File: src/rtl/sprite_blitter_pkg.sv
// rtl/sprite_blitter_pkg.sv - shared frame buffer geometry, key color and blitter state encoding
package sprite_blitter_pkg;

    localparam int          FB_WIDTH  = 160;
    localparam int          FB_HEIGHT = 120;
    localparam int          FB_ADDR_W = 15;
    localparam logic [23:0] KEY_COLOR = 24'hFF00FF;

    typedef enum logic [1:0] {
        BLT_IDLE = 2'd0,
        BLT_RUN  = 2'd1,
        BLT_DONE = 2'd2
    } blt_state_t;

endpackage

File: src/rtl/sprite_blitter_fb_addr_calc.sv
// rtl/sprite_blitter_fb_addr_calc.sv - combinational screen position, clip test and frame buffer address
module fb_addr_calc
    import sprite_blitter_pkg::*;
#(
    parameter int FB_WIDTH  = sprite_blitter_pkg::FB_WIDTH,
    parameter int FB_HEIGHT = sprite_blitter_pkg::FB_HEIGHT,
    parameter int FB_ADDR_W = sprite_blitter_pkg::FB_ADDR_W
) (
    input  logic [7:0]           ox,
    input  logic [6:0]           oy,
    input  logic [7:0]           col,
    input  logic [6:0]           row,
    output logic [8:0]           x,
    output logic [7:0]           y,
    output logic                 in_bounds,
    output logic [FB_ADDR_W-1:0] addr
);

    localparam logic [31:0] WIDTH_BITS = 32'(FB_WIDTH);

    // Widened sums so a sprite hanging off the right/bottom edge never wraps back on screen
    assign x = {1'b0, ox} + {1'b0, col};
    assign y = {1'b0, oy} + {1'b0, row};

    assign in_bounds = (32'(x) < 32'(FB_WIDTH)) && (32'(y) < 32'(FB_HEIGHT));

    // y*FB_WIDTH + x as a sum of shifted copies of y, one per set bit of the width constant
    always_comb begin
        addr = FB_ADDR_W'(x);
        for (int i = 0; i < 32; i++) begin
            if (WIDTH_BITS[i]) begin
                addr = addr + (FB_ADDR_W'(y) << i);
            end
        end
    end

endmodule

File: src/rtl/sprite_blitter.sv
// rtl/sprite_blitter.sv - places a streamed sprite into the frame buffer with clipping and color key
module sprite_blitter
    import sprite_blitter_pkg::*;
#(
    parameter int          FB_WIDTH  = sprite_blitter_pkg::FB_WIDTH,
    parameter int          FB_HEIGHT = sprite_blitter_pkg::FB_HEIGHT,
    parameter int          FB_ADDR_W = sprite_blitter_pkg::FB_ADDR_W,
    parameter logic [23:0] KEY_COLOR = sprite_blitter_pkg::KEY_COLOR
) (
    input  logic                 CLK,
    input  logic                 RESET,
    input  logic                 START,
    input  logic [7:0]           ORIGIN_X,
    input  logic [6:0]           ORIGIN_Y,
    input  logic [7:0]           SPR_W,
    input  logic [6:0]           SPR_H,
    input  logic                 PIX_VALID,
    input  logic [23:0]          PIX_DATA,
    output logic                 FB_WE,
    output logic [FB_ADDR_W-1:0] FB_ADDR,
    output logic [23:0]          FB_DATA,
    output logic                 BUSY,
    output logic                 DONE
);

    blt_state_t state;
    blt_state_t state_next;

    logic [7:0]           ox_q;
    logic [6:0]           oy_q;
    logic [7:0]           w_q;
    logic [6:0]           h_q;
    logic [7:0]           col;
    logic [6:0]           row;

    logic [8:0]           pix_x;
    logic [7:0]           pix_y;
    logic                 in_bounds;
    logic [FB_ADDR_W-1:0] pix_addr;

    logic                 col_last;
    logic                 last_pix;
    logic                 write_ok;
    logic                 accept_start;
    logic                 accept_pix;
    logic                 unused_xy;

    fb_addr_calc #(
        .FB_WIDTH  (FB_WIDTH),
        .FB_HEIGHT (FB_HEIGHT),
        .FB_ADDR_W (FB_ADDR_W)
    ) u_addr (
        .ox        (ox_q),
        .oy        (oy_q),
        .col       (col),
        .row       (row),
        .x         (pix_x),
        .y         (pix_y),
        .in_bounds (in_bounds),
        .addr      (pix_addr)
    );

    // Position is consumed only through the clip flag and address
    assign unused_xy = ^{pix_x, pix_y};

    assign accept_start = (state == BLT_IDLE) && START;
    assign accept_pix   = (state == BLT_RUN) && PIX_VALID;
    assign col_last     = (col == w_q - 8'd1);
    assign last_pix     = col_last && (row == h_q - 7'd1);
    assign write_ok     = in_bounds && (PIX_DATA != KEY_COLOR);

    assign BUSY = (state == BLT_RUN);
    assign DONE = (state == BLT_DONE);

    // State register
    always_ff @(posedge CLK) begin
        if (RESET) begin
            state <= BLT_IDLE;
        end else begin
            state <= state_next;
        end
    end

    // Next-state: empty sprites finish immediately, otherwise the last accepted pixel ends RUN
    always_comb begin
        state_next = state;
        case (state)
            BLT_IDLE: begin
                if (START) begin
                    state_next = ((SPR_W == 8'd0) || (SPR_H == 7'd0)) ? BLT_DONE : BLT_RUN;
                end
            end
            BLT_RUN: begin
                if (PIX_VALID && last_pix) begin
                    state_next = BLT_DONE;
                end
            end
            BLT_DONE: state_next = BLT_IDLE;
            default:  state_next = BLT_IDLE;
        endcase
    end

    // Sprite parameters, raster counters and the registered write port
    always_ff @(posedge CLK) begin
        if (RESET) begin
            ox_q    <= '0;
            oy_q    <= '0;
            w_q     <= '0;
            h_q     <= '0;
            col     <= '0;
            row     <= '0;
            FB_WE   <= 1'b0;
            FB_ADDR <= '0;
            FB_DATA <= '0;
        end else begin
            FB_WE <= 1'b0;
            if (accept_start) begin
                ox_q <= ORIGIN_X;
                oy_q <= ORIGIN_Y;
                w_q  <= SPR_W;
                h_q  <= SPR_H;
                col  <= '0;
                row  <= '0;
            end
            if (accept_pix) begin
                FB_WE <= write_ok;
                if (write_ok) begin
                    FB_ADDR <= pix_addr;
                    FB_DATA <= PIX_DATA;
                end
                if (col_last) begin
                    col <= '0;
                    row <= row + 7'd1;
                end else begin
                    col <= col + 8'd1;
                end
            end
        end
    end

endmodule

File: config.mk
export PLATFORM = sky130hd
export DESIGN_NAME = sprite_blitter
export DESIGN_NICKNAME = d
export VERILOG_FILES = /design/src/rtl/sprite_blitter_pkg.sv /design/src/rtl/sprite_blitter_fb_addr_calc.sv /design/src/rtl/sprite_blitter.sv
export SDC_FILE = /design/constraint.sdc
export NUM_CORES = 1
export LEC_CHECK = 0
export ABC_AREA = 0
export BUFFER_PORTS_ARGS = -buffer_cell sky130_fd_sc_hd__buf_2
export CAP_MARGIN = 20
export CORE_AREA = 8 8 150 152
export CTS_CLUSTER_SIZE = 12
export DETAILED_ROUTE_END_ITERATION = 12
export DIE_AREA = 0 0 158 160
export GPL_ROUTABILITY_DRIVEN = 1
export PLACE_DENSITY = 0.39
export RECOVER_POWER = 25
export SETUP_SLACK_MARGIN = 0.05
export SYNTH_ARGS = -nofsm -noshare
export SYNTH_HDL_FRONTEND = slang
export SYNTH_HIERARCHICAL = 1
export SYNTH_SLANG_ARGS = --single-unit
File: constraint.sdc
create_clock -name CLK -period 4.2 [get_ports CLK]
set_input_delay 0.63 -clock CLK [delete_from_list [all_inputs] [get_ports CLK]]
set_output_delay 0.63 -clock CLK [all_outputs]
set_load 0.005 [all_outputs]
Word level (Yosys, flattened, before mapping):

Index checks and enable logic that the tools add are counted.

* input port bits: 58
* output and inout port bits: 42
* word-level logic and storage cells: 52
* flip-flop bits (word level): 87

* add/sub/neg operators: 8
* magnitude comparators: 2
* equal/unequal tests: 7
* muxes and demuxes: 10
* reductions and logical operators: 14
* bitwise logic cells: 1

Operators by type and width (number)
* 8-bit 2-to-1 mux: 3
* 24-bit inequality test, second input constant: 1
* 7-bit 2-to-1 mux: 3
* 14-bit by 15-bit adder with 15-bit output: 1
* 9-bit by 13-bit adder with 14-bit output: 1
* 8-bit by 8-bit adder with 9-bit output: 1
* 9-bit by 8-bit less-than comparator with 1-bit output, second input constant: 1
* 7-bit by 7-bit adder with 8-bit output: 1
* 8-bit by 1-bit adder with 8-bit output, second input constant: 1
* 8-bit == test: 1
* 8-bit logical NOT: 1
* 8-bit by 7-bit less-than comparator with 1-bit output, second input constant: 1
* 8-bit by 1-bit subtractor with 8-bit output, second input constant: 1
* 7-bit by 1-bit adder with 7-bit output, second input constant: 1
* 7-bit == test: 1
* 7-bit logical NOT: 1
* 7-bit by 1-bit subtractor with 7-bit output, second input constant: 1
* 1-bit logical AND: 6
* 2-bit 2-to-1 mux: 3
* 2-bit one-hot mux with 2 select lines: 1
* 2-bit AND reduction: 2
* 2-bit by 1-bit == test with 1-bit output, second input constant: 1
* 2-bit == test, second input constant: 1
* 2-bit logical NOT: 1
* 6 further kinds: 6

Logic depth before layout (Yosys ltp):

Gate-level depths: netlist (run 1).

* depth in word-level cells: 6
* depth in mapped cells: 19
* depth with buffers taken out: 19

Cells and area by module:

Netlist (run 1), hierarchy kept.

By module, submodules not included
* sprite_blitter: area an instance 3847.4 sq um, sequential area each 1741.7 sq um, cells each 446, instances 1
* fb_addr_calc: area an instance 1087.3 sq um, sequential area each 0.0 sq um, cells each 133, instances 1

Worst setup path after synthesis (run 1):

Ideal clock, no wire load.

* kind: flip-flop to flip-flop
* from: register col[0]
* to: register FB_ADDR[14]
* stages on the path, launching flop included: 20
* slack: 409 ps
* period minus slack after synthesis: 3791 ps
* buffers on the path: 0
* data arrival time: 3664 ps
* required time: 4072 ps
* setup time: 128 ps
* cell sequence: dfxtp_1 ha_1 inv_1 fa_1 nor2b_4 o31a_1 o31a_1 o21a_1 nor2_4 fa_1 inv_1 ha_1 a21o_1 a21oi_1 nor2_1 a211oi_1 a21oi_1 xnor2_1 mux2i_1 nor2_1

* elaborated cells on any way between the ends: 7
* classes of those cells: add/sub: 3; order compare: 1; reduce/logical: 3

RTL lines
* start: declaration: RTL line sprite_blitter.sv:33 `logic [7:0] col;`
* start signal: assignment: RTL line sprite_blitter.sv:135 `col <= col + 8'd1;`
* 8-bit by 8-bit adder with 9-bit output: RTL line sprite_blitter_fb_addr_calc.sv:22 `assign x = {1'b0, ox} + {1'b0, col};`
* 9-bit by 13-bit adder with 14-bit output: RTL line sprite_blitter_fb_addr_calc.sv:32 `addr = addr + (FB_ADDR_W'(y) << i);`
* 14-bit by 15-bit adder with 15-bit output: RTL line sprite_blitter_fb_addr_calc.sv:32
* named net pix_addr[14]: RTL line sprite_blitter.sv:39 `logic [FB_ADDR_W-1:0] pix_addr;`
* end signal: assignment: RTL line sprite_blitter.sv:128 `FB_ADDR <= pix_addr;`
* end: declaration: RTL line sprite_blitter.sv:20 `output logic [FB_ADDR_W-1:0] FB_ADDR,`

The timed path passes the listed nets, and every way through them passes these cells.
A chain may end at the register's enable or synchronous reset.

Final worst setup path (run 1):

Ends and elaborated chain as after synthesis.

==> flow_summary.json, run 1 <==
{
  "drt_first_pass_iters": 4,
  "power.internal_mw": 1.43,
  "outcome": "finished, final reports clean",
  "timing.slew.headroom": 0.385,
  "ant_nets": 0,
  "hold-path-endpoint": "ox_q[0]",
  "drcViolationCount": 0,
  "seq_area_um2": 1740,
  "cts_root_buf": "clkbuf_16",
  "rsz0062_at_grt": "no",
  "finalPower_mw": 2.03,
  "timing.fmax_mhz": 258,
  "max-clock-path-buffers": 2,
  "core_um2": 20000,
  "track_usage": 0.113,
  "cp-start-kind": "flip-flop",
  "slew_viol_final": 0,
  "first_global_vias": 4401,
  "drt-wirelength-per-cell_um": 14.8,
  "post-cts-setup-buffers": 0,
  "p_clk_frac": 0.404,
  "cp_max_fo": 6,
  "whs_path_depth": 2,
  "viasPerCell": 4.55,
  "final_cells": 935,
  "htreeDepth": 3,
  "tns_ns": 0,
  "finClkSkew_ns": 0.0101,
  "multi_input_area_um2": 2990,
  "cts_tree": "yes",
  "rr_startpoint": "col[0]",
  "fin_crit_sh": 0.921,
  "setup_viol": 0,
  "io_pins": 100,
  "yosysWarnings": 6,
  "p_seq_frac": 0.440,
  "cts_hold_buf": 0,
  "peakVddDrop_v": 0.000170,
  "stdcell_area_um2": 5960,
  "grt.overflow.total": 0,
  "portBuffers": 99,
  "syn_area_um2": 4890,
  "grt_pass1_wl_um": 22600,
  "switching_share": 0.297,
  "cts_resized": 0,
  "clk_pin_slew_ns": 0.07,
  "p_switching_mw": 0.603,
  "vias": 4252,
  "setup.worst_path.class": "flip-flop to flip-flop",
  "r2r_cells": 19,
  "syn_area_per_cell_um2": 8.55,
  "std_cell_rows": 52,
  "maxCapViolations": 0,
  "grt_max_degree": 39,
  "final_hold_viol_count": 0,
  "min_period_ns": 3.87,
  "dpl.hpwl_um": 10600,
  "powerDensity_nw_per_um2": 340,
  "clock_latency_ns": 0.35,
  "worstSetupEndpointType": "flip-flop",
  "n_fill_cell": 2223,
  "die_y_um": 160,
  "die_w_um": 158,
  "critPathArrivalTime_ns": 4.10,
  "dp_cells": 919,
  "placed_area_um2": 5680,
  "drt-total-wl_um": 13800,
  "area.growth.synth_to_final_pct": 22.0,
  "dr.first_iter.drc_count": 205,
  "clock_sinks": 87,
  "p_leak_nw": 2.43,
  "dieArea_um2": 25300,
  "start_util": 0.244,
  "rr_endpoint": "FB_ADDR[14]",
  "grt_antenna_before_repair": 0,
  "worstPathRequired_ns": 4.43,
  "syn_nets": 666,
  "gp_congestion": 0.806,
  "hold_start": "ox_q[0]",
  "worst_pin_slew_ns": 0.923,
  "cts_made_buffers": 9,
  "syn_inst": 572,
  "drive_above_1_share": 0.174,
  "rrSetupSlack_ns": 0.33,
  "hold_class": "flip-flop to flip-flop",
  "layout.nets": 754,
  "antenna_cells": 0,
  "pwr-share-comb": 0.156
}
[cell usage in the layout, fill, tap and decap left out, types with 6 or more instances in the layout]
cell type and instances:
a21oi_1 45, a31oi_1 9, buf_2 74, buf_4 6, clkbuf_1 25, clkbuf_16 9, dfxtp_1 85, ha_1 32
inv_1 17, mux2i_1 42, nand2_1 76, nand2b_1 6, nand3_1 13, nor2_1 66, o211ai_1 8, xnor2_1 29
xor2_1 11
[stage by stage]
stage | util | hold slack, ns | worst slack (ns)
finish | 0.298 | 0.463 | 0.331
global route | 0.298 | 0.492 | 0.117
CTS | 0.299 | 0.466 | 0.101
detailed placement | 0.284 | 0.456 | 0.130
global placement | 0.284 | 0.454 | 0.212
floorplan | - | 0.439 | 0.415
[worst max-delay path, stage by stage (launching register included)]
cell      delay [ns]
dfxtp_2         0.39
ha_1            0.18
inv_1           0.05
fa_1            0.44
nor2b_4         0.14
o31a_1          0.18
o31a_1          0.18
o21a_1          0.17
nor2_4          0.05
fa_1            0.50
inv_1           0.04
ha_1            0.34
a21o_1          0.19
a21oi_2         0.17
nor2_1          0.07
a211oi_2        0.23
a21oi_1         0.11
xnor2_1         0.13
mux2i_1         0.15
nor2_1          0.05
[power by group through the flow]
stage	logic, mW	registers, mW	clock network (mW)
floorplan	0.216	0.906	0
global placement	0.322	0.911	0
detailed placement	0.326	0.912	0
CTS	0.327	0.893	0.856
global route	0.360	0.899	0.887
finish	0.317	0.893	0.820
[sequential cells by signal (all words and copies together) (netlist names)]
register,flops
FB_DATA,24
col,8
row,7
FB_ADDR,15
FB_WE,1
oy_q,7
ox_q,8
w_q,8
state,2
h_q,7
[worst max path at each step]
stage,from,end
5_1_grt,col[0],FB_ADDR[14]
3_3_place_gp,col[0],FB_ADDR[14]
3_5_place_dp,col[0],FB_ADDR[14]
6_report,col[0],FB_ADDR[14]
2_1_floorplan,col[0],FB_ADDR[14]
4_1_cts,col[0],FB_ADDR[14]
[final cells by class]
cell class                 count  share of cell area
sequential                    87               0.292
clock buffer                   9              0.0378
timing repair buffer         106              0.0888
multi-input combinational    439               0.501
clock inverter                 7              0.0126
inverter                      17              0.0107
tap                          270              0.0567
[per-layer routing]
layer	wire length, µm	part of all wire	track usage	vias up
met1	6090	0.44	0.129	1993
met4	303	0.022	0.0442	0
met2	6810	0.49	0.196	70
met5	0	0	0	-
met3	650	0.047	0.0294	15
li1	-	-	-	2174
(Power assumes the default switching activity.)
==> run 2, diff against run 1 <==
- PLACE_DENSITY: 0.39 -> default
==> run 2 against run 1 <==
  * Sequential power about the same
  * Sequential share of layout area about the same
  * Maximum frequency decreased by 1.1%
  * Clock skew about the same
  * Total power increased by 1.6%
  * Non-clock buffer count increased by 1
  * Register-to-register slack got worse by 0.04 ns
  * Die area unchanged
  * First-iteration DRC count decreased by 44%
  * Setup slack got worse by 0.045 ns
  * Flip-flop and latch count unchanged
  * Largest cell class unchanged
  * Highest routed layer is now met5
==> flow_summary.json, run 2 (synthesis gave the netlist of run 1 again) <==
{
  "track_usage": 0.103,
  "core_um2": 20000,
  "die_w_um": 158,
  "rrSetupSlack_ns": 0.29,
  "cts_hold_buf": 0,
  "final_hold_viol_count": 0,
  "cp-start-kind": "flip-flop",
  "finClkSkew_ns": 0.0102,
  "rr_endpoint": "FB_ADDR[14]",
  "regMostFlops": "FB_DATA",
  "setup_viol": 0,
  "rr_startpoint": "col[0]",
  "fin_hold_ws_ns": 0.465,
  "first_global_vias": 4073,
  "cts_root_buf": "clkbuf_16",
  "crit_start": "col[0]",
  "reg.largest.list": "FB_DATA: 24 flops, FB_ADDR: 15 flops",
  "area.growth.synth_to_final_pct": 22.1,
  "slew_viol_final": 0,
  "drcViolationCount": 0,
  "post-cts-setup-buffers": 0,
  "viasPerCell": 4.46,
  "dpl.hpwl_um": 9970,
  "grt_antenna_before_repair": 3,
  "largest_reg_flops": 24,
  "setup.worst_path.class": "flip-flop to flip-flop",
  "endpoint": "FB_ADDR[14]",
  "r2r_cells": 19,
  "dr.first_iter.drc_count": 115,
  "clk_pin_slew_ns": 0.07,
  "drt-total-wl_um": 12900,
  "start_util": 0.244,
  "grt_max_degree": 52,
  "drt_first_pass_iters": 4,
  "io_pins": 100,
  "drt-wirelength-per-cell_um": 13.7,
  "cts_made_buffers": 9,
  "clock_sinks": 87,
  "cts_resized": 0,
  "worstPathRequired_ns": 4.42,
  "critPathArrivalTime_ns": 4.14,
  "maxCapViolations": 0,
  "htreeDepth": 3,
  "drive_above_1_share": 0.170,
  "gp_congestion": 0.798,
  "grt_pass1_wl_um": 20700,
  "max-clock-path-buffers": 2,
  "die_y_um": 160,
  "cts_tree": "yes",
  "worst_pin_slew_ns": 0.856,
  "fin_crit_sh": 0.932,
  "finalPower_mw": 2.06,
  "layout.nets": 755,
  "placed_area_um2": 5680,
  "tns_ns": 0,
  "clock_latency_ns": 0.35,
  "portBuffers": 99,
  "hold_class": "flip-flop to flip-flop",
  "layout_commonest_cell": "dfxtp_1",
  "timing.slew.headroom": 0.429,
  "outcome": "finished, final reports clean",
  "p_leak_nw": 2.42,
  "cp_max_fo": 3,
  "dieArea_um2": 25300,
  "grt.overflow.total": 0,
  "std_cell_rows": 52,
  "rsz0062_at_grt": "no",
  "stdcell_area_um2": 5970,
  "mostFrequentLayoutCells": "85 x dfxtp_1, 76 x nand2_1, 71 x buf_2",
  "timing.fmax_mhz": 256,
  "powerDensity_nw_per_um2": 346,
  "min_period_ns": 3.91,
  "vias": 4180,
  "worstSetupEndpointType": "flip-flop",
  "ant_nets": 0,
  "peakVddDrop_v": 0.000195
}
run 2: changes by cell type in the layout (fill, tap and decap cells not counted), moves of 2 or more:
cell,previous run,this run
buf_2,74,71
buf_4,6,8
diode_2,0,2
clkbuf_1,25,28
run 2: cell type report:
cell class                 count  area [µm²]
antenna                        2        5.00
clock buffer                   9         225
clock inverter                 7        87.6
fill                        2211       14100
inverter                      17        63.8
multi-input combinational    439        2980
sequential                    87        1740
tap                          270         338
timing repair buffer         107         520
run 2: critical path: stages (launching register included):
cell and delay, ns:
dfxtp_1 0.34, ha_1 0.16, inv_1 0.05, fa_1 0.43
nor2b_4 0.14, o31a_1 0.18, o31a_1 0.19, o21a_1 0.17
nor2_4 0.05, fa_1 0.50, inv_1 0.04, ha_1 0.33
a21o_1 0.17, a21oi_1 0.22, nor2_1 0.10, a211oi_2 0.27
a21oi_1 0.12, xnor2_1 0.13, mux2i_1 0.14, nor2_1 0.05
run 2: how the worst min path moves through the flow:
stage                     cells after the start  slack [ns]     start        to
after floorplan                               1        0.44  state[1]  state[1]
after global placement                        2        0.45   ox_q[0]   ox_q[0]
after detailed placement                      2        0.46   ox_q[0]   ox_q[0]
after CTS                                     2        0.47   ox_q[0]   ox_q[0]
after global routing                          2        0.50   oy_q[3]   oy_q[3]
final                                         2        0.46   ox_q[0]   ox_q[0]
run 2: layer usage:
| layer | GRT usage | share of wire | up-vias | wire length (µm) |
|---|---|---|---|---|
| li1 | - | - | 2176 | - |
| met1 | 0.120 | 0.45 | 1920 | 5730 |
| met2 | 0.174 | 0.49 | 70 | 6240 |
| met3 | 0.0375 | 0.055 | 12 | 713 |
| met4 | 0.0300 | 0.012 | 2 | 156 |
| met5 | 0 | 0.00093 | - | 12 |
run 2: stage by stage:
| stage | util | setup WS [ns] | instances |
|---|---|---|---|
| 2_1_floorplan | - | 0.415 | 572 |
| 6_report | 0.298 | 0.286 | 938 |
| 3_5_place_dp | 0.283 | 0.205 | 920 |
| 3_3_place_gp | 0.283 | 0.282 | 920 |
| 5_1_grt | 0.298 | 0.0427 | 938 |
| 4_1_cts | 0.299 | 0.178 | 936 |
run 2: power breakdown:
group          internal, mW  switching, mW  total, mW
Combinational         0.142          0.173      0.315
Clock                 0.476          0.381      0.857
Sequential            0.863         0.0285      0.892
==> run 3, diff against run 2 <==
- CTS_BUF_LIST: default -> sky130_fd_sc_hd__clkbuf_2 sky130_fd_sc_hd__clkbuf_4 sky130_fd_sc_hd__clkbuf_8
==> run 3 against run 2 <==
  * Maximum frequency decreased by 0.42%
  * Clock skew increased by 0.0060 ns
  * First-iteration DRC count decreased by 12%
  * Critical path depth unchanged
==> flow_summary.json, run 3 (synthesis gave the netlist of run 1 again) <==
{
  "outcome": "finished, final reports clean",
  "grt_pass1_wl_um": 20700,
  "grt_antenna_before_repair": 3,
  "std_cell_rows": 52,
  "dpl.hpwl_um": 9970,
  "worst_pin_slew_ns": 0.846,
  "vias": 4180,
  "track_usage": 0.103,
  "layout.nets": 755,
  "gp_congestion": 0.798,
  "multi_input_area_um2": 2980,
  "rr_startpoint": "col[0]",
  "dieArea_um2": 25300,
  "p_leak_nw": 2.37,
  "clock_latency_ns": 0.38,
  "critPathArrivalTime_ns": 4.19,
  "portBuffers": 99,
  "layout_commonest_cell": "dfxtp_1",
  "worstSetupEndpointType": "flip-flop",
  "cts_tree": "yes",
  "clk_pin_slew_ns": 0.10,
  "clock_sinks": 87,
  "first_global_vias": 4069,
  "rrSetupSlack_ns": 0.27,
  "powerDensity_nw_per_um2": 315,
  "worstPathRequired_ns": 4.46,
  "r2r_cells": 19,
  "cp_cell_sequence": "ha_1 -> inv_1 -> fa_1 -> nor2b_4 -> o31a_1 -> o31a_1 -> o21a_1 -> nor2_4 -> fa_1 -> inv_1 -> ha_1 -> a21o_1 -> a21oi_1 -> nor2_1 -> a211oi_2 -> a21oi_1 -> xnor2_1 -> mux2i_1 -> nor2_1",
  "drive_above_1_share": 0.170,
  "drt-total-wl_um": 12800,
  "endpoint": "FB_ADDR[14]",
  "grt.overflow.total": 0,
  "tns_ns": 0,
  "rr_endpoint": "FB_ADDR[14]",
  "area.growth.synth_to_final_pct": 20.0,
  "max-clock-path-buffers": 2,
  "post-cts-setup-buffers": 0,
  "grt_max_degree": 52,
  "start_util": 0.244,
  "htreeDepth": 3,
  "cts_made_buffers": 9,
  "viasPerCell": 4.46,
  "fin_util": 0.293,
  "drcViolationCount": 0,
  "crit_start": "col[0]",
  "ant_nets": 0,
  "hold_class": "flip-flop to flip-flop",
  "drt_first_pass_iters": 4,
  "final_hold_viol_count": 0,
  "cts_root_buf": "clkbuf_8",
  "slew_viol_final": 0,
  "crit_slowest_cell": "fa_1",
  "io_pins": 100,
  "setup.worst_path.class": "flip-flop to flip-flop",
  "drt-wirelength-per-cell_um": 13.7,
  "cp-start-kind": "flip-flop",
  "largest_reg_flops": 24,
  "finClkSkew_ns": 0.0162,
  "regMostFlops": "FB_DATA",
  "die_y_um": 160,
  "setup_viol": 0,
  "timing.fmax_mhz": 254,
  "max_stage_delay_ns": 0.49,
  "core_um2": 20000,
  "rsz0062_at_grt": "no",
  "reg.largest.list": "FB_DATA: 24 flops, FB_ADDR: 15 flops",
  "min_period_ns": 3.93,
  "n_fill_cell": 2222,
  "timing.slew.headroom": 0.436,
  "fin_crit_sh": 0.936,
  "mostFrequentLayoutCells": "85 x dfxtp_1, 76 x nand2_1, 71 x buf_2",
  "cp_max_fo": 3,
  "seq_area_um2": 1740,
  "dr.first_iter.drc_count": 101,
  "die_w_um": 158,
  "maxCapViolations": 0,
  "peakVddDrop_v": 0.000124
}
run 3: how the worst min path moves through the flow:
stage | startpoint | endpoint | slack [ns] | cells after the start
after global routing | ORIGIN_X[5] | ox_q[5] | 0.47 | 3
after detailed placement | ox_q[0] | ox_q[0] | 0.46 | 2
after floorplan | state[1] | state[1] | 0.44 | 1
final | ox_q[4] | ox_q[4] | 0.47 | 2
after global placement | ox_q[0] | ox_q[0] | 0.45 | 2
after CTS | ORIGIN_X[0] | ox_q[0] | 0.45 | 3
run 3: final cells by class:
class	count	area share
multi-input cells	439	0.509
flip-flops and latches	87	0.297
repair buffers	107	0.0887
well taps	270	0.0576
clock buffers	9	0.0211
clock inverters	7	0.0149
inverters	17	0.0109
diodes	2	0.000853
run 3: through the flow:
stage	power, mW	hold slack, ns	setup WS, ns	cell area [µm²]	instances
after detailed placement	1.23	0.456	0.205	5680	920
after global placement	1.23	0.453	0.282	5680	920
after global routing	1.96	0.472	0.0395	5870	938
after floorplan	1.12	0.439	0.415	4890	572
after CTS	1.89	0.449	0.173	5890	936
final	1.85	0.468	0.270	5870	938
run 3: what timing repair did:
item | CTS | global route
endpoints found under the setup margin | 0 | 1
gates resized for setup | 0 | 3
hold buffers | 0 | 0
hold endpoints to repair | 0 | 0
run 3: worst max-delay path, delay by kind of cell (launching register included):
family	cells	cell delay, ns
AO/OA/AOI/OAI	7	1.33
adder cells (fa/ha/maj)	4	1.41
AND/OR/NAND/NOR	4	0.34
multiplexers	1	0.15
XOR/XNOR	1	0.13
buffers and inverters	2	0.09
flip-flops	1	0.35
run 3: layer usage:
layer  GRT usage  part of all wire
met1       0.121              0.44
met2       0.174              0.49
met3      0.0343             0.060
met4      0.0313             0.012
met5           0           0.00093
run 3: report_power, final:
part / switching [mW] / internal (mW) / total, mW / leakage [nW]
clock network: 0.352 / 0.290 / 0.642 / 0.102
registers: 0.0284 / 0.863 / 0.891 / 0.709
logic: 0.173 / 0.142 / 0.315 / 1.56
